===== config.mk =====
export PLATFORM = sky130hd
export DESIGN_NAME = arb_client
export DESIGN_NICKNAME = d
export VERILOG_FILES = /design/src/rtl/arb_client.sv
export SDC_FILE = /design/constraint.sdc
export NUM_CORES = 1
export LEC_CHECK = 0
export BUFFER_PORTS_ARGS = -buffer_cell sky130_fd_sc_hd__buf_2
export CORE_ASPECT_RATIO = 0.6
export CORE_UTILIZATION = 50
export CTS_CLUSTER_SIZE = 24
export DETAILED_ROUTE_END_ITERATION = 8
export PLACE_DENSITY_LB_ADDON = 0.1
export SLEW_MARGIN = 20
export SYNTH_ARGS = -nofsm -noshare
export SYNTH_HDL_FRONTEND = slang
export SYNTH_SLANG_ARGS = --single-unit

===== constraint.sdc =====
create_clock -name clk -period 1.75 [get_ports clk]
set_input_delay 0.0875 -clock clk [delete_from_list [all_inputs] [get_ports clk]]
set_output_delay 0.0875 -clock clk [all_outputs]
set_load 0.005 [all_outputs]

===== src/rtl/arb_client.sv =====
// arb_client: per-channel burst client sitting in front of a fixed-priority
// arbiter. Each channel accepts a burst command (length minus one), raises
// its request and counts one beat per cycle in which it alone holds the
// grant. Completion is signalled by a one-cycle done pulse; any grant-protocol
// violation latches a sticky error flag.
//
// Ports:
//   clk           clock, all state updates on the rising edge
//   rst_ni        asynchronous active-low reset
//   cmd_valid_i   per-channel command offer
//   cmd_len_i     per-channel burst length minus one, channel k at [k*LEN_W +: LEN_W]
//   cmd_ready_o   per-channel command acceptance (channel idle)
//   req_o         request vector to the arbiter (bit 0 highest priority)
//   gnt_i         grant vector from the arbiter, one-hot or zero
//   beat_valid_o  a beat was consumed in the previous cycle
//   beat_ch_o     channel of that beat (holds when no beat)
//   done_o        one-cycle pulse per channel at burst completion
//   err_o         sticky grant-protocol violation flag
//   starve_o      per-channel starvation flag
//
// Configuration: define ARB_CLIENT_STARVE_CNT_EN to build the per-channel
// starvation counters; otherwise starve_o is tied to zero.

module arb_client #(
    parameter int NUM          = 4,
    parameter int LEN_W        = 4,
    parameter int STARVE_LIMIT = 15
) (
    input  logic                   clk,
    input  logic                   rst_ni,
    input  logic [NUM-1:0]         cmd_valid_i,
    input  logic [NUM*LEN_W-1:0]   cmd_len_i,
    output logic [NUM-1:0]         cmd_ready_o,
    output logic [NUM-1:0]         req_o,
    input  logic [NUM-1:0]         gnt_i,
    output logic                   beat_valid_o,
    output logic [$clog2(NUM)-1:0] beat_ch_o,
    output logic [NUM-1:0]         done_o,
    output logic                   err_o,
    output logic [NUM-1:0]         starve_o
);

    localparam int CH_W = $clog2(NUM);

    if (NUM < 2 || NUM > 16 || LEN_W < 1 || STARVE_LIMIT < 1) begin : g_param_check
        $error("arb_client: parameter out of range");
    end

    typedef enum logic {
        S_IDLE,
        S_WAIT
    } ch_state_e;

    ch_state_e        state_q [NUM];
    ch_state_e        state_d [NUM];
    logic [LEN_W-1:0] rem_q   [NUM];
    logic [LEN_W-1:0] rem_d   [NUM];

    logic             beat_valid_q, beat_valid_d;
    logic [CH_W-1:0]  beat_ch_q, beat_ch_d;
    logic [NUM-1:0]   done_q, done_d;
    logic             err_q, err_d;

    logic             gnt_onehot;
    logic             gnt_multi;
    logic             beat_any;
    logic [CH_W-1:0]  beat_idx;

    // Request and ready come from registered state only, so there is no
    // combinational path from gnt_i back to req_o.
    always_comb begin
        for (int k = 0; k < NUM; k++) begin
            req_o[k]       = (state_q[k] == S_WAIT);
            cmd_ready_o[k] = (state_q[k] == S_IDLE);
        end
    end

    always_comb begin
        // NOTE: every signal gets a default before any branch so no path
        // leaves it unassigned; that is what keeps this block free of latches.
        gnt_onehot = ($countones(gnt_i) == 1);
        gnt_multi  = ($countones(gnt_i) > 1);
        beat_any   = 1'b0;
        beat_idx   = '0;
        done_d     = '0;
        // A grant to a channel that is not requesting is a violation too.
        err_d      = err_q | gnt_multi | (|(gnt_i & ~req_o));

        for (int k = 0; k < NUM; k++) begin
            state_d[k] = state_q[k];
            rem_d[k]   = rem_q[k];
            if (state_q[k] == S_IDLE) begin
                if (cmd_valid_i[k]) begin
                    state_d[k] = S_WAIT;
                    rem_d[k]   = cmd_len_i[k*LEN_W +: LEN_W];
                end
            end else if (gnt_i[k] && gnt_onehot) begin
                // Without a grant the counter simply holds (preemption pause).
                beat_any = 1'b1;
                beat_idx = CH_W'(k);
                // Testing zero before decrementing lets an all-ones length
                // run its full 2^LEN_W beats without wrapping.
                if (rem_q[k] == '0) begin
                    state_d[k] = S_IDLE;
                    done_d[k]  = 1'b1;
                end else begin
                    rem_d[k] = rem_q[k] - LEN_W'(1);
                end
            end
        end

        beat_valid_d = beat_any;
        beat_ch_d    = beat_any ? beat_idx : beat_ch_q;
    end

    always_ff @(posedge clk or negedge rst_ni) begin
        if (!rst_ni) begin
            // NOTE: the remaining counters are a handful of flops, not a RAM,
            // so they are reset with everything else and start at a known 0.
            for (int k = 0; k < NUM; k++) begin
                state_q[k] <= S_IDLE;
                rem_q[k]   <= '0;
            end
            beat_valid_q <= 1'b0;
            beat_ch_q    <= '0;
            done_q       <= '0;
            err_q        <= 1'b0;
        end else begin
            // NOTE: non-blocking assignments so every flop samples the
            // pre-edge value of every other flop, independent of order.
            state_q      <= state_d;
            rem_q        <= rem_d;
            beat_valid_q <= beat_valid_d;
            beat_ch_q    <= beat_ch_d;
            done_q       <= done_d;
            err_q        <= err_d;
        end
    end

    assign beat_valid_o = beat_valid_q;
    assign beat_ch_o    = beat_ch_q;
    assign done_o       = done_q;
    assign err_o        = err_q;

`ifdef ARB_CLIENT_STARVE_CNT_EN
    localparam int              CNT_W   = $clog2(STARVE_LIMIT + 1);
    localparam logic [CNT_W-1:0] CNT_MAX = CNT_W'(STARVE_LIMIT);

    logic [CNT_W-1:0] wait_cnt_q [NUM];
    logic [CNT_W-1:0] wait_cnt_d [NUM];

    // Counts ungranted waiting cycles, saturating; any grant to the channel
    // or leaving WAIT starts the count over.
    always_comb begin
        for (int k = 0; k < NUM; k++) begin
            starve_o[k]   = (wait_cnt_q[k] == CNT_MAX);
            wait_cnt_d[k] = wait_cnt_q[k];
            if (state_q[k] != S_WAIT || gnt_i[k]) begin
                wait_cnt_d[k] = '0;
            end else if (wait_cnt_q[k] != CNT_MAX) begin
                wait_cnt_d[k] = wait_cnt_q[k] + CNT_W'(1);
            end
        end
    end

    always_ff @(posedge clk or negedge rst_ni) begin
        if (!rst_ni) begin
            for (int k = 0; k < NUM; k++) begin
                wait_cnt_q[k] <= '0;
            end
        end else begin
            wait_cnt_q <= wait_cnt_d;
        end
    end
`else
    assign starve_o = '0;
`endif

endmodule

* Word-level counts from Yosys, hierarchy flattened *
Index checks and enable logic that the tools add are counted.
Widths: inputs -> output; s select.

operators by class
  $add $sub $neg = 7
  magnitude comparators = 1
  equality and inequality tests = 9
  muxes and demuxes = 58
  bitwise logic cells = 8
  reductions and logical operators = 17

operator list
  operator             number
  $mux 4               16
  $mux 1               38
  $eq 32x2->1 const B  1
  $logic_not 4->1      4
  $sub 4x1->4 const B  4
  $reduce_and 3->1     4
  $mux 2               4
  $ne 2x1->1 const B   4
  $ne 2x2->1 const B   4
  $reduce_bool 2->1    4
  $add 1x1->2          2
  $and 4x4->4          1
  $logic_and 1x1->1    4
  $not 1->1            4
  $not 4->4            1
  $reduce_or 4->1      1
  $add 2x2->3          1
  $gt 3x1->1 const B   1
  $or 1x1->1           2

storage, ports and cells
  flip-flop bits (word level) = 28
  input port bits = 26
  word-level logic and storage cells = 112

* Longest topological paths before layout *
  word-level depth = 12
  depth in mapped cells = 11

* Worst setup path before layout *
OpenSTA, ideal clock, no wires.

  path type = input -> register
  start = in gnt_i[0]
  end = reg rem_q[10] (netlist name)
  library setup time = 0.082 ns
  data arrival time = 2.336 ns
  data required time = 1.668 ns
  slack = -0.668 ns
  stages on the path = 10
  cells stage by stage = inv_1 fa_1 inv_1 ha_1 inv_1 ha_1 or3b_1 buf_2 or4_1 a31oi_1

between the ends
  word-level cells in the longest chain between the ends = 6

RTL lines
  element                            line  source
  from (decl)                        35    input logic [NUM-1:0] gnt_i,
  $add 1x1->2 (implied by the code)  81    gnt_onehot = ($countones(gnt_i) == 1);
  $add 2x2->3 (implied by the code)  81
  $eq 32x2->1                        81
  $logic_and 1x1->1                  97    end else if (gnt_i[k] && gnt_onehot) begin
  $ne 2x1->1 (no line)               --
  $reduce_and 3->1 (no line)         --
  to (signal assigned)               132   rem_q <= rem_d;
  to (decl)                          56    logic [LEN_W-1:0] rem_q [NUM];

Every way passes these cells.
A chain may end at the register's enable or synchronous reset.

* Final worst setup path *
  start = in gnt_i[0]
  end = reg rem_q[9] (netlist name)

Same word-level chain as after synthesis.

==> impl_metrics.env <==
export IMPL_placement_rows=16
export IMPL_hold_ws_ns=0.0839
export IMPL_drc_errors=0
export IMPL_netlist_area_sq_um=1790
export IMPL_finalWorstSetupSlack_ns=-0.351
export IMPL_cp_top_family="simple AND/OR/NAND/NOR gates"
export IMPL_yosysTopAreaCellShare_pct=39.1
export IMPL_wl_um=4480
export IMPL_synth_area_leader_cell="dfrtp_1"
export IMPL_htreeDepth=1
export IMPL_number_of_global_route_vias_before_repair=1571
export IMPL_grt_antenna_before_repair=0
export IMPL_clock_path_buffers=2
export IMPL_max_slew_margin_pct=52.7
export IMPL_timing_critical_path_from="gnt_i[0]"
export IMPL_fmax_mhz=476
export IMPL_numClockSinks=28
export IMPL_cts_tree="done"
export IMPL_max_cap_violations=0
export IMPL_synth_top_flop_cell="dfrtp_1"
export IMPL_class_of_the_most_critical_hold_timing_path="input pin to flip-flop"
export IMPL_synth_fa_ha_area_share_pct=8.79
export IMPL_synth_warning_count=0
export IMPL_clkSlewWorstSetupHoldPaths_ns=0.10
export IMPL_worst_path_buffer_plus_inverter_count=4
export IMPL_cp_endpoint_kind="flip-flop"
export IMPL_final_layout_size_suffix_gt1_share_pct=38.3
export IMPL_start_util_pct=53.6
export IMPL_fin_crit_ns=2.10
export IMPL_grt_first_pass_wirelength_um=7570
export IMPL_ys_top_cells_by_count="28 x dfrtp_1, 24 x inv_1, 18 x a21oi_1"
export IMPL_unrepaired_setup_endpoints_after_global_routing="true"
export IMPL_layout_nets=301
export IMPL_post_dp_cell_area_sq_um=2210
export IMPL_worst_r2r_path_depth=6
export IMPL_dieWidth_um=79.3
export IMPL_filler_cell_count=250
export IMPL_pre_cts_ws_ns=-0.758
export IMPL_n_diodes=0
export IMPL_library_cells_used_by_synthesis=38
export IMPL_hold_path_depth=3
export IMPL_critPathKind="input pin to flip-flop"
export IMPL_clock_insertion_delay_worst_skew_ns=0.28
export IMPL_report_power_total_mw=2.70
export IMPL_crit_path_cell_chain="buf_8 -> inv_8 -> fa_1 -> inv_1 -> ha_2 -> inv_2 -> ha_4 -> or3b_4 -> or4_4 -> mux2i_1"
export IMPL_setup_viol=23
export IMPL_skew_ns=0.00925
export IMPL_buffer_ports_inserted=41
export IMPL_combinational_family_with_the_most_area_after_synthesis="compound AO/OA/AOI/OAI gates"
export IMPL_fin_util_pct=74.8
export IMPL_count_of_flip_flops_with_a_built_in_enable_after_synthesis=0
export IMPL_grt_overflow_total=0
export IMPL_synth_compound_area_share_pct=18.6
export IMPL_placedCellCount=301
export IMPL_synth_area_per_cell_sq_um=8.92
export IMPL_cts_buffers_inserted=3
export IMPL_failed_checks="setup timing"
export IMPL_netlist_top_cells_area="dfrtp_1 39%, ha_1 7.7%, a21oi_1 5.0%, inv_1 5.0%, mux2i_1 4.5%"
export IMPL_synthToLayoutAreaGrowth_pct=39.5
export IMPL_setup_crit_start_kind="input pin"
export IMPL_max_stage_delay_ns=0.54
export IMPL_drt_antenna_violating_nets=0
export IMPL_finalWeightedCongestion=0.868
export IMPL_detailroute_via_count=1654
export IMPL_dr_pass1_iters=4
export IMPL_placeable_core_area_sq_um=3340
export IMPL_post_drt_via_cell_ratio=5.41
export IMPL_run_status="finished, violations left"
export IMPL_cpMaxStageDelayCell="or4_4"
export IMPL_yosys_mux_area_fraction_pct=5.09
export IMPL_critical_path_required_ns=1.92
export IMPL_floorplan_die_area_sq_um=3840
export IMPL_r2r_slack_ns=-0.10
export IMPL_arrival_ns=2.27
export IMPL_synthesis_instances=201
export IMPL_initial_detailed_routing_violation_count=68
export IMPL_peakVddDrop_uv=675
export IMPL_final_max_slew_viol_count=0
export IMPL_holdPathEnd="rem_q[15]"
export IMPL_worst_slew_pin_transition_ns=0.708
export IMPL_hp_start="cmd_len_i[3]"
export IMPL_hpwlAfterDp_um=3100
export IMPL_finalInstanceArea_sq_um=2500
export IMPL_synth_seq_area_share_pct=39.1
export IMPL_ioPinCount=46
export IMPL_finalSetupTns_ns=-3.52
export IMPL_wl_per_cell_um=14.7
export IMPL_die_h_um=48.4
export IMPL_synthArstFlopShare_pct=100
export IMPL_reg2reg_to="rem_q[8]"
export IMPL_final_hold_viol_count=0
export IMPL_dominant_cell_by_count_in_the_synthesized_netlist="dfrtp_1"
export IMPL_p_per_area_nw_per_um2=1080
export IMPL_pin_count_of_the_biggest_net_entering_global_routing=29
export IMPL_power_static_leakage_nw=1.25
export IMPL_synth_xor_xnor_area_share_pct=1.47
export IMPL_gr_usage_all_layers_pct=25.5
export IMPL_crit_reg2reg_launch="rem_q[8]"
export IMPL_critical_path_peak_fanout=4
export IMPL_yosys_area_share_simple_pct=18.5
export IMPL_synth_seq_cells=28
export IMPL_cts_root_buffer_cell="clkbuf_8"
export IMPL_layout_worst_path_cycle_share_pct=120
export IMPL_layoutNonFillerInstCount=306
per-layer routing:
layer | vias to the layer above | part of all wire (%) | track usage, %
met5 | - | 0 | 0
met4 | 0 | 0.089 | 5.15
met3 | 2 | 4.7 | 5.28
met2 | 43 | 45 | 38.4
met1 | 787 | 50 | 38.1
li1 | 822 | - | -
layout make-up:
| cell class | instances | area, sq um | share of cell area, % |
|---|---|---|---|
| clock buffers | 3 | 41.3 | 1.65 |
| inverters | 24 | 97.6 | 3.90 |
| multi-input cells | 141 | 1180 | 47.3 |
| flip-flops and latches | 28 | 701 | 28.0 |
| well taps | 45 | 56.3 | 2.25 |
| repair buffers | 65 | 423 | 16.9 |
placed cells by master (no fill, tap or decap), types with 3 or more instances in the layout:
master and n:
nand3_2 4, nor2_4 3, ha_1 9, o21ai_0 3, o211a_1 7, nor2_1 13, clkbuf_8 3, buf_4 18
a31oi_1 3, buf_6 6, a211oi_1 3, inv_2 3, dfrtp_1 28, a22oi_1 3, o21ai_1 4, nand2_1 16
nand3_4 3, a21oi_1 16, nor2b_1 4, xnor2_1 3, conb_1 4, buf_2 39, mux2i_1 8, inv_1 20
worst max path at each step:
stage,cells past startpoint,slack (ns),end
6_report,10,-0.35,rem_q[9]
5_1_grt,11,-0.42,rem_q[10]
4_1_cts,12,-0.32,rem_q[1]
3_5_place_dp,10,-0.76,rem_q[9]
3_3_place_gp,11,-0.71,rem_q[10]
2_1_floorplan,11,-0.53,rem_q[8]
cell families after synthesis:
family | Yosys count
buffers and inverters | 35
XOR/XNOR | 3
AO/OA/AOI/OAI | 51
flip-flops | 28
other | 1
adder cells (fa/ha/maj) | 12
AND/OR/NAND/NOR | 62
multiplexers | 9
sequential cells by signal (all words and copies together) (netlist names):
signal	cells
beat_ch_o	2
req_o	4
done_o	4
rem_q	16
err_o	1
beat_valid_o	1
where the power goes:
| group | total [mW] | switching, mW | internal, mW |
|---|---|---|---|
| registers | 1.11 | 0.246 | 0.868 |
| clock network | 0.351 | 0.197 | 0.155 |
| logic | 1.24 | 0.634 | 0.602 |
worst min-delay path: stages:
cell and delay, ns:
buf_2 0.07, a211oi_1 0.06, a21oi_1 0.11
what timing repair did:
action / 4_1_cts / 5_1_grt
buffers inserted: 1 / 0
hold buffers: 1 / 0
gates cloned: 0 / 0
setup endpoints to repair: 27 / 26
endpoints found under the hold margin: 28 / 0
resized for setup: 31 / 16
pin swaps: 20 / 11
No activity file was read; power rests on OpenSTA's default activity.
